`config.mk`:
```
export PLATFORM = sky130hd
export DESIGN_NAME = alu_seq
export DESIGN_NICKNAME = d
export VERILOG_FILES = /design/src/rtl/alu_pkg.sv /design/src/rtl/alu_mul_iter.sv /design/src/rtl/alu_seq.sv
export SDC_FILE = /design/constraint.sdc
export NUM_CORES = 1
export LEC_CHECK = 0
export ABC_AREA = 1
export ABC_CLOCK_PERIOD_IN_PS = 4200
export CAP_MARGIN = 5
export CORE_MARGIN = 10
export CORE_UTILIZATION = 55
export DETAILED_ROUTE_END_ITERATION = 7
export PLACE_DENSITY = 0.8
export SLEW_MARGIN = 20
export SYNTH_ARGS = -nofsm -noshare
export SYNTH_HDL_FRONTEND = slang
export SYNTH_SLANG_ARGS = --single-unit
```
`constraint.sdc`:
```
create_clock -name clk -period 4.2 [get_ports clk]
set_clock_uncertainty 0.15 [all_clocks]
set_input_delay 0.42 -clock clk [delete_from_list [all_inputs] [get_ports clk]]
set_output_delay 0.42 -clock clk [all_outputs]
set_load 0.03 [all_outputs]
```
`src/rtl/alu_pkg.sv`:
```
// Purpose : shared op codes, FSM states and helper functions for alu_seq.
// Latency : n/a (types and pure functions only).
// Backpressure: n/a.
// Optional feature macro: ALU_SEQ_MUL_EN (adds the BUSY state used by the
// iterative multiply).
package alu_pkg;

  localparam int ALU_DEFAULT_WIDTH = 32;

  typedef enum logic [2:0] {
    OP_ADD  = 3'b000,
    OP_SUB  = 3'b001,
    OP_CMPL = 3'b010,
    OP_AND  = 3'b011,
    OP_OR   = 3'b100,
    OP_XOR  = 3'b101,
    OP_SLT  = 3'b110,
    OP_MUL  = 3'b111
  } alu_op_e;

  // DONE holds a result for the consumer; BUSY only exists when the
  // multiplier is built.
  typedef enum logic [1:0] {
    ST_IDLE = 2'd0,
    ST_DONE = 2'd1
`ifdef ALU_SEQ_MUL_EN
    ,
    ST_BUSY = 2'd2
`endif
  } alu_state_e;

  // Signed overflow of a + b from the three sign bits.
  function automatic logic add_ovf(input logic sa, input logic sb, input logic sr);
    return (sa == sb) && (sr != sa);
  endfunction

  // Signed overflow of a - b, taken directly from the sign bits so that
  // b = most-negative needs no special case.
  function automatic logic sub_ovf(input logic sa, input logic sb, input logic sr);
    return (sa != sb) && (sr != sa);
  endfunction

endpackage

```
`src/rtl/alu_mul_iter.sv`:
```
// Purpose : iterative shift-add unsigned multiplier, one bit of b per cycle.
// Latency : done asserts WIDTH cycles after the start cycle; product is 2*WIDTH bits.
// Backpressure: none; the owner must consume product while done is high.
// Ports: clk, rst_n (sync, active-low), start (load a/b and begin),
//        a, b (operands, sampled on start), done (product ready, one cycle),
//        product (full 2*WIDTH-bit product).
module alu_mul_iter #(
  parameter int WIDTH = 32
) (
  input  logic               clk,
  input  logic               rst_n,
  input  logic               start,
  input  logic [WIDTH-1:0]   a,
  input  logic [WIDTH-1:0]   b,
  output logic               done,
  output logic [2*WIDTH-1:0] product
);

  localparam int CW = $clog2(WIDTH + 1);
  localparam logic [CW-1:0] CNT_LAST = CW'(WIDTH);

  logic               run;
  logic [CW-1:0]      cnt;
  logic [2*WIDTH-1:0] acc;
  logic [2*WIDTH-1:0] mcand;
  logic [WIDTH-1:0]   mplier;

  // Bit 0 of b is consumed in the start cycle itself, so the counter
  // starts at 1 and reaches WIDTH after WIDTH-1 further steps.
  always_ff @(posedge clk) begin
    if (!rst_n) begin
      run    <= 1'b0;
      cnt    <= '0;
      acc    <= '0;
      mcand  <= '0;
      mplier <= '0;
    end else if (start) begin
      run    <= 1'b1;
      cnt    <= CW'(1);
      acc    <= b[0] ? {{WIDTH{1'b0}}, a} : '0;
      mcand  <= {{(WIDTH-1){1'b0}}, a, 1'b0};
      mplier <= b >> 1;
    end else if (run) begin
      if (cnt != CNT_LAST) begin
        if (mplier[0]) begin
          acc <= acc + mcand;
        end
        mcand  <= mcand << 1;
        mplier <= mplier >> 1;
        cnt    <= cnt + CW'(1);
      end else begin
        run <= 1'b0;
      end
    end
  end

  assign done    = run && (cnt == CNT_LAST);
  assign product = acc;

endmodule

```
`src/rtl/alu_seq.sv`:
```
// Purpose : registered WIDTH-bit ALU (8 ops) with Z/C/V flags and valid/ready on both sides.
// Latency : 1 cycle for single-cycle ops; WIDTH+1 cycles for MUL when ALU_SEQ_MUL_EN is defined.
// Backpressure: result and flags hold while out_valid && !out_ready; in_ready drops until taken.
// Ports: clk, rst_n (sync, active-low); in_valid/in_ready/op/a/b (request side);
//        out_valid/out_ready/result/zero/carry/overflow (response side).
// Optional feature macro: ALU_SEQ_MUL_EN -- builds the iterative multiplier and
// BUSY state; without it op 111 completes in one cycle with result 0.
module alu_seq
  import alu_pkg::*;
#(
  parameter int WIDTH = ALU_DEFAULT_WIDTH
) (
  input  logic             clk,
  input  logic             rst_n,
  input  logic             in_valid,
  output logic             in_ready,
  input  logic [2:0]       op,
  input  logic [WIDTH-1:0] a,
  input  logic [WIDTH-1:0] b,
  output logic             out_valid,
  input  logic             out_ready,
  output logic [WIDTH-1:0] result,
  output logic             zero,
  output logic             carry,
  output logic             overflow
);

  alu_state_e state;
  alu_state_e state_nxt;
  alu_state_e accept_state;
  alu_op_e    op_e;
  logic       accept;

  assign op_e      = alu_op_e'(op);
  assign in_ready  = (state == ST_IDLE) || ((state == ST_DONE) && out_ready);
  assign accept    = in_valid && in_ready;
  assign out_valid = (state == ST_DONE);

`ifdef ALU_SEQ_MUL_EN
  logic               is_mul;
  logic               mul_start;
  logic               mul_done;
  logic [2*WIDTH-1:0] mul_prod;

  assign is_mul       = (op_e == OP_MUL);
  assign mul_start    = accept && is_mul;
  assign accept_state = is_mul ? ST_BUSY : ST_DONE;

  alu_mul_iter #(
    .WIDTH(WIDTH)
  ) u_mul (
    .clk     (clk),
    .rst_n   (rst_n),
    .start   (mul_start),
    .a       (a),
    .b       (b),
    .done    (mul_done),
    .product (mul_prod)
  );
`else
  assign accept_state = ST_DONE;
`endif

  // Single-cycle datapath, evaluated on the live inputs in the accept cycle.
  logic [WIDTH:0]   sum_add;
  logic [WIDTH:0]   sum_sub;
  logic [WIDTH-1:0] res_c;
  logic             carry_c;
  logic             ovf_c;

  assign sum_add = {1'b0, a} + {1'b0, b};
  assign sum_sub = {1'b0, a} + {1'b0, ~b} + {{WIDTH{1'b0}}, 1'b1};

  always_comb begin
    res_c   = '0;
    carry_c = 1'b0;
    ovf_c   = 1'b0;
    case (op_e)
      OP_ADD: begin
        res_c   = sum_add[WIDTH-1:0];
        carry_c = sum_add[WIDTH];
        ovf_c   = add_ovf(a[WIDTH-1], b[WIDTH-1], sum_add[WIDTH-1]);
      end
      OP_SUB: begin
        res_c   = sum_sub[WIDTH-1:0];
        carry_c = sum_sub[WIDTH];
        ovf_c   = sub_ovf(a[WIDTH-1], b[WIDTH-1], sum_sub[WIDTH-1]);
      end
      OP_CMPL: res_c = a[WIDTH-1] ? {1'b1, ~a[WIDTH-2:0]} : a;
      OP_AND:  res_c = a & b;
      OP_OR:   res_c = a | b;
      OP_XOR:  res_c = a ^ b;
      OP_SLT:  res_c = {{(WIDTH-1){1'b0}}, ($signed(a) < $signed(b))};
      // MUL: handled by the iterative unit when built, else a zero result.
      OP_MUL:  res_c = '0;
      default: res_c = '0;
    endcase
  end

  // Output registers: loaded on a single-cycle accept or on multiply completion.
  always_ff @(posedge clk) begin
    if (!rst_n) begin
      result   <= '0;
      zero     <= 1'b0;
      carry    <= 1'b0;
      overflow <= 1'b0;
    end else if (accept && (accept_state == ST_DONE)) begin
      result   <= res_c;
      zero     <= ~|res_c;
      carry    <= carry_c;
      overflow <= ovf_c;
    end
`ifdef ALU_SEQ_MUL_EN
    else if (mul_done) begin
      result   <= mul_prod[WIDTH-1:0];
      zero     <= ~|mul_prod[WIDTH-1:0];
      carry    <= |mul_prod[2*WIDTH-1:WIDTH];
      overflow <= 1'b0;
    end
`endif
  end

  always_ff @(posedge clk) begin
    if (!rst_n) begin
      state <= ST_IDLE;
    end else begin
      state <= state_nxt;
    end
  end

  always_comb begin
    state_nxt = state;
    case (state)
      ST_IDLE: begin
        if (accept) begin
          state_nxt = accept_state;
        end
      end
      ST_DONE: begin
        // A new accept can only happen here together with out_ready.
        if (out_ready) begin
          state_nxt = accept ? accept_state : ST_IDLE;
        end
      end
`ifdef ALU_SEQ_MUL_EN
      ST_BUSY: begin
        if (mul_done) begin
          state_nxt = ST_DONE;
        end
      end
`endif
      default: state_nxt = ST_IDLE;
    endcase
  end

endmodule

```
---- Word-level counts from Yosys, hierarchy flattened ----
Cells that the tools add are included.
W data, S select, Z words.
operators by class
  $add $sub $neg .......................... 3
  magnitude comparators ................... 1
  equal/unequal tests ..................... 14
  muxes and demuxes ....................... 8
  bitwise logic cells ..................... 5
  reductions and logical operators ........ 10
operators by type and width
  cell                     count
  $pmux W32 S8             1
  $add A32 B32 Y33         2
  $add A33 B1 Y33 const B  1
  $and A32 B32 Y32         1
  $lt A32 B32 Y1           1
  $mux W32                 1
  $not A32 Y32             1
  $or A32 B32 Y32          1
  $reduce_or A32 Y1        1
  $xor A32 B32 Y32         1
  $not A31 Y31             1
  $eq A3 B3 Y1 const B     4
  $eq A3 B2 Y1 const B     2
  $logic_and A1 B1 Y1      4
  $mux W2                  2
  $pmux W1 S2              2
  $pmux W2 S2              1
  $eq A3 B1 Y1 const B     1
  $logic_not A3 Y1         1
  $ne A1 B1 Y1             3
  $eq A2 B1 Y1 const B     1
  $logic_not A2 Y1         1
  $ne A2 B1 Y1 const B     1
  $ne A2 B2 Y1 const B     1
  5 further kinds          5
word-level totals
  register bits after elaboration ......... 37
  bits of input ports ..................... 71
  output and inout port bits .............. 37
  logic and storage cells ................. 46

---- Longest topological paths before layout ----
  word-level depth ........................ 7
  gate-level depth with buffers ........... 20
  depth with buffers taken out ............ 20

---- Least setup slack after synthesis ----
OpenSTA, ideal clock, no wires.
  path type ............................... input port to flip-flop
  start ................................... in a[31]
  end ..................................... reg zero
  setup time .............................. 0.067 ns
  arrival ................................. 2.408 ns
  required time ........................... 3.983 ns
  slack ................................... 1.575 ns
  stages on the path ...................... 19
  path buffers ............................ 3
  cells stage by stage .................... buf_2 > inv_2 > buf_2 > ha_1 > clkbuf_1 > nor2_1 > nand2_1 > inv_1 > nand2_1 > nand2_1 > a21oi_1 > nand3_1 > nand3_1 > nand2_1 > nand2_1 > nand4_1 > nor2_1 > nand3_1 > a21oi_2
on the way
  longest elaborated chain between the ends .. 5
  elaborated cells on any way between the ends .. 11
  those cells by class .................... 3 x add/sub; 1 x order compare; 2 x mux; 3 x bitwise; 2 x reduce/logical
RTL lines
  what                    RTL line        RTL
  start: declaration      alu_seq.sv:18   input logic [WIDTH-1:0] a,
  $add A32 B32 Y33        alu_seq.sv:72   assign sum_sub = {1'b0, a} + {1'b0, ~b} + {{WIDTH{1'b0}}, 1'b1};
  $add A33 B1 Y33         alu_seq.sv:72
  $pmux W32 S8 (*)        alu_seq.sv:78   case (op_e)
  $reduce_or A32 Y1 (*)   alu_seq.sv:109  zero <= ~|res_c;
  $logic_not A1 Y1 (*)    alu_seq.sv:109
  end signal: assignment  alu_seq.sv:109
  end: declaration        alu_seq.sv:23   output logic zero,
Mark *: on every way between the ends. The rest lies on a longest branch, timed or not.
A chain may end at the register's enable or synchronous reset.

---- Worst setup path after layout ----
  start ................................... in a[6]
  end ..................................... reg zero
on the way
  longest elaborated chain between the ends .. 5
  elaborated cells on any way between the ends .. 12
  those cells by class .................... 3 x add/sub; 1 x order compare; 2 x mux; 4 x bitwise; 2 x reduce/logical
RTL lines
  what                                                     RTL line
  $add A32 B32 Y33 / $not A31 Y31 (equally long branches)  alu_seq.sv:72, alu_seq.sv:89
  $add A33 B1 Y33 / $mux W32 (equally long branches)       alu_seq.sv:72, alu_seq.sv:89
  $pmux W32 S8 (*)                                         alu_seq.sv:78
  $reduce_or A32 Y1 (*)                                    alu_seq.sv:109
  $logic_not A1 Y1 (*)                                     alu_seq.sv:109
Marks and branches as above.

==> results.cfg <==
[pwr]
powerDensity_nw_per_um2 = 217
clkPwrFrac_pct = 21.8
p_switching_mw = 0.970
pwr-share-seq_pct = 18.8
vdd_ir_drop_max_mv = 0.164
power_mw = 2.05
p_sw_share_pct = 47.3
power.internal_mw = 1.08
power_frac_comb_pct = 59.4
leakage_nw = 5.10

[floorplan]
die-width_um = 142
die-area_um2 = 20200
core_um2 = 14600
die_h_um = 142
initial_core_util_pct = 56.4
pin_count = 108
rows = 44

[routing]
drc = 0
dr.pass1.iters = 7
num_vias = 10200
avgRoutedWirePerCell_um = 18.4
viasPerCell = 5.77
ant_nets = 0
drtIter0Drc = 1445
wirelength_mm = 32.5

[min_path]
holdPathStages = 2
worstHoldStart = overflow
min_to = overflow
min_path_type = flop to flop

[sta]
rsz0062_at_grt = no
setup_tns_ns = 0
min_period_over_period_pct = 89.5
worst_pin_slew_ns = 0.788
maxSlewViolCount = 0
setup_viol = 0
period_needed_ns = 3.76
hold_viol = 0
maxSlewHeadroom_pct = 47.3
timing.fmax_ghz = 0.266

[critical_path]
cp_cell_sequence = clkdlybuf4s50_1 > inv_1 > ha_1 > nor2_2 > nand2_1 > inv_1 > nand3_1 > nand2_1 > nand2_1 > nand2_1 > nand2_1 > nand3_1 > nand2_1 > nor2_1 > nand3_1 > nor2_1 > nand3_1 > nor2_1 > nand3_1 > a21oi_2
critical_path_arrival_ns = 3.81
r2r_cells = 13
path_common_cell = nand2_1
reg2reg_to = zero
cp_data_required_time_ns = 4.25
path_max_fanout = 9
cp.buffers_inverters = 3
critical_path.startpoint = a[6]
slowest_delay_ns = 0.54
critPathLaunchType = input pin
reg2reg_setup_slack_ns = 2.22
cp_top_family = simple AND/OR/NAND/NOR gates
worstSetupPathType = input pin to flop
cp_slowest_cell = clkdlybuf4s50_1
cp-end-kind = flop
r2r_start = state[0]

[synthesis]
synth_nets = 1682
async_flop_share_pct = 0
synth_area_um2 = 8230
syn_avg_cell_area_um2 = 5.44
yosysTopAreaCellShare_pct = 19.8
ys_seq_elements = 36
synth-edff-count = 0
ys_seq_area_share_pct = 8.76
synth.largest_area_cell = nand2_1
yosysWarnings = 0
synthFlopType = dfxtp_1
ys_types = 49
syn_inst = 1513
synth_area_leaders = nand2_1 (20%), ha_1 (15%), inv_1 (11%)

[layout]
final_cell_area_um2 = 9480
area_delta_synth_final_pct = 15.2
fin_nets = 1753
seq_area_um2 = 721
fillCellCount = 1429
multi_input_area_um2 = 6170
drive_above_1_share_pct = 4.16
insertedDiodeCount = 0

[global_routing]
grt_max_degree = 46
antenna_found_initial = 0
grt_pass1_vias = 9201
grt-ovfl-total = 0
grt_usage_pct = 30.5
grt_pass1_wl_mm = 49.4

[clock_network]
post_cts_resized = 0
root_buffer = clkbuf_16
hold_buffers = 0
clock_latency_ns = 0.28
numCtsBuffers = 5
cts_setup_buffers = 0
cts.clk_slew.worst_paths_ns = 0.05
h-tree-depth = 2
clkSinkCount = 36
clockBufferDepth = 2
cts_tree = built

[placed_design]
postPlaceCellArea_um2 = 9300
dp_hpwl_mm = 26.5
numPortBuffers = 107
routabilityCongestion = 1.09

[flow_run]
maxCapViolations = 0

[status]
status = finished, final reports clean
==> layer usage <==
| metal | wire [um] | global-route usage, % | share of wire [%] | up-vias |
|---|---|---|---|---|
| met1 | 13200 | 41.3 | 41 | 4519 |
| li1 | - | - | - | 4944 |
| met5 | 0 | 0 | 0 | - |
| met2 | 13500 | 45.3 | 42 | 656 |
| met3 | 4610 | 7.61 | 14 | 85 |
| met4 | 1220 | 11.3 | 3.7 | 0 |
==> how the worst max path moves through the flow <==
stage | endpoint | slack (ns) | cells after the start
finish | zero | 0.44 | 20
global route | zero | 0.23 | 20
CTS | zero | 0.58 | 20
detailed placement | zero | 0.31 | 20
global placement | zero | 0.29 | 20
floorplan | zero | 1.57 | 19
==> final cells by class <==
type | count | area share [%]
clock inverter | 1 | 0.317
clock buffer | 7 | 1.61
multi-input combinational | 1158 | 65.1
inverter | 262 | 10.4
timing repair buffer | 121 | 12.5
sequential | 36 | 7.60
tap | 184 | 2.43
==> Yosys cell counts, types with 10 or more instances <==
cell type and number:
xor2_1 12, o22ai_1 19, buf_2 28, o21bai_1 12, dfxtp_1 36, ha_1 96
a221oi_1 10, a21oi_1 74, nor2_1 174, buf_4 12, inv_1 246, nand2_1 433
nand3_1 152, o21ai_0 64, nor3_1 21, nand4_1 22, inv_2 14
==> registers in the layout (all words and copies together), names as in the netlist <==
| name | cells |
|---|---|
| state | 1 |
| carry | 1 |
| zero | 1 |
| overflow | 1 |
| result | 32 |
==> cell usage in the layout (no fill, tap or decap), drive strengths merged, types with 3 or more instances in the layout <==
cell type      synthesis  routed
xnor2                  8       8
nor3                  22      22
dfxtp                 36      36
a211oi                 9       9
clkbuf                 6       7
o21bai                12      12
inv                  261     261
nor2                 181     181
buf                   51      15
nand2                439     439
o21ai                 71      71
o211ai                 6       6
a311oi                 3       3
nand3                155     155
ha                    96      96
nand4                 22      22
a221oi                10      10
clkdlybuf4s50          0     106
a21oi                 79      79
o22ai                 19      19
xor2                  12      12
==> tightest hold or removal path, delay by kind of cell (launching register included) <==
| family | cells | cell delay [ns] |
|---|---|---|
| DFF | 1 | 0.31 |
| AOI/OAI and AO/OA | 1 | 0.06 |
| and+or+nand+nor | 1 | 0.06 |
==> power groups by stage <==
stage / combinational [mW] / sequential (mW) / clock [mW]
floorplan: 0.718 / 0.448 / 0
global placement: 1.16 / 0.391 / 0
detailed placement: 1.17 / 0.393 / 0
CTS: 1.18 / 0.386 / 0.447
global route: 1.32 / 0.389 / 0.460
finish: 1.22 / 0.386 / 0.448
==> metrics by stage <==
| step | hold WS (ns) | util, % | cells | setup slack (ns) |
|---|---|---|---|---|
| after CTS | 0.334 | 65.0 | 1769 | 0.580 |
| after floorplan | 0.408 | - | 1513 | 1.57 |
| after global routing | 0.360 | 65.0 | 1769 | 0.229 |
| after global placement | 0.308 | 63.7 | 1761 | 0.293 |
| after detailed placement | 0.325 | 63.7 | 1761 | 0.313 |
| final | 0.331 | 65.0 | 1769 | 0.440 |
==> cell families (layout without fill, tap and decap cells) <==
family | count (synthesis) | count (layout) | synth area share, %
compound gates | 216 | 216 | 15.5
xor+xnor | 20 | 20 | 2.13
fa+ha+maj | 98 | 98 | 15.1
buf+inv | 319 | 391 | 16.2
flops | 36 | 36 | 8.76
simple gates | 824 | 824 | 42.3
No activity file was read; power rests on OpenSTA's default activity.
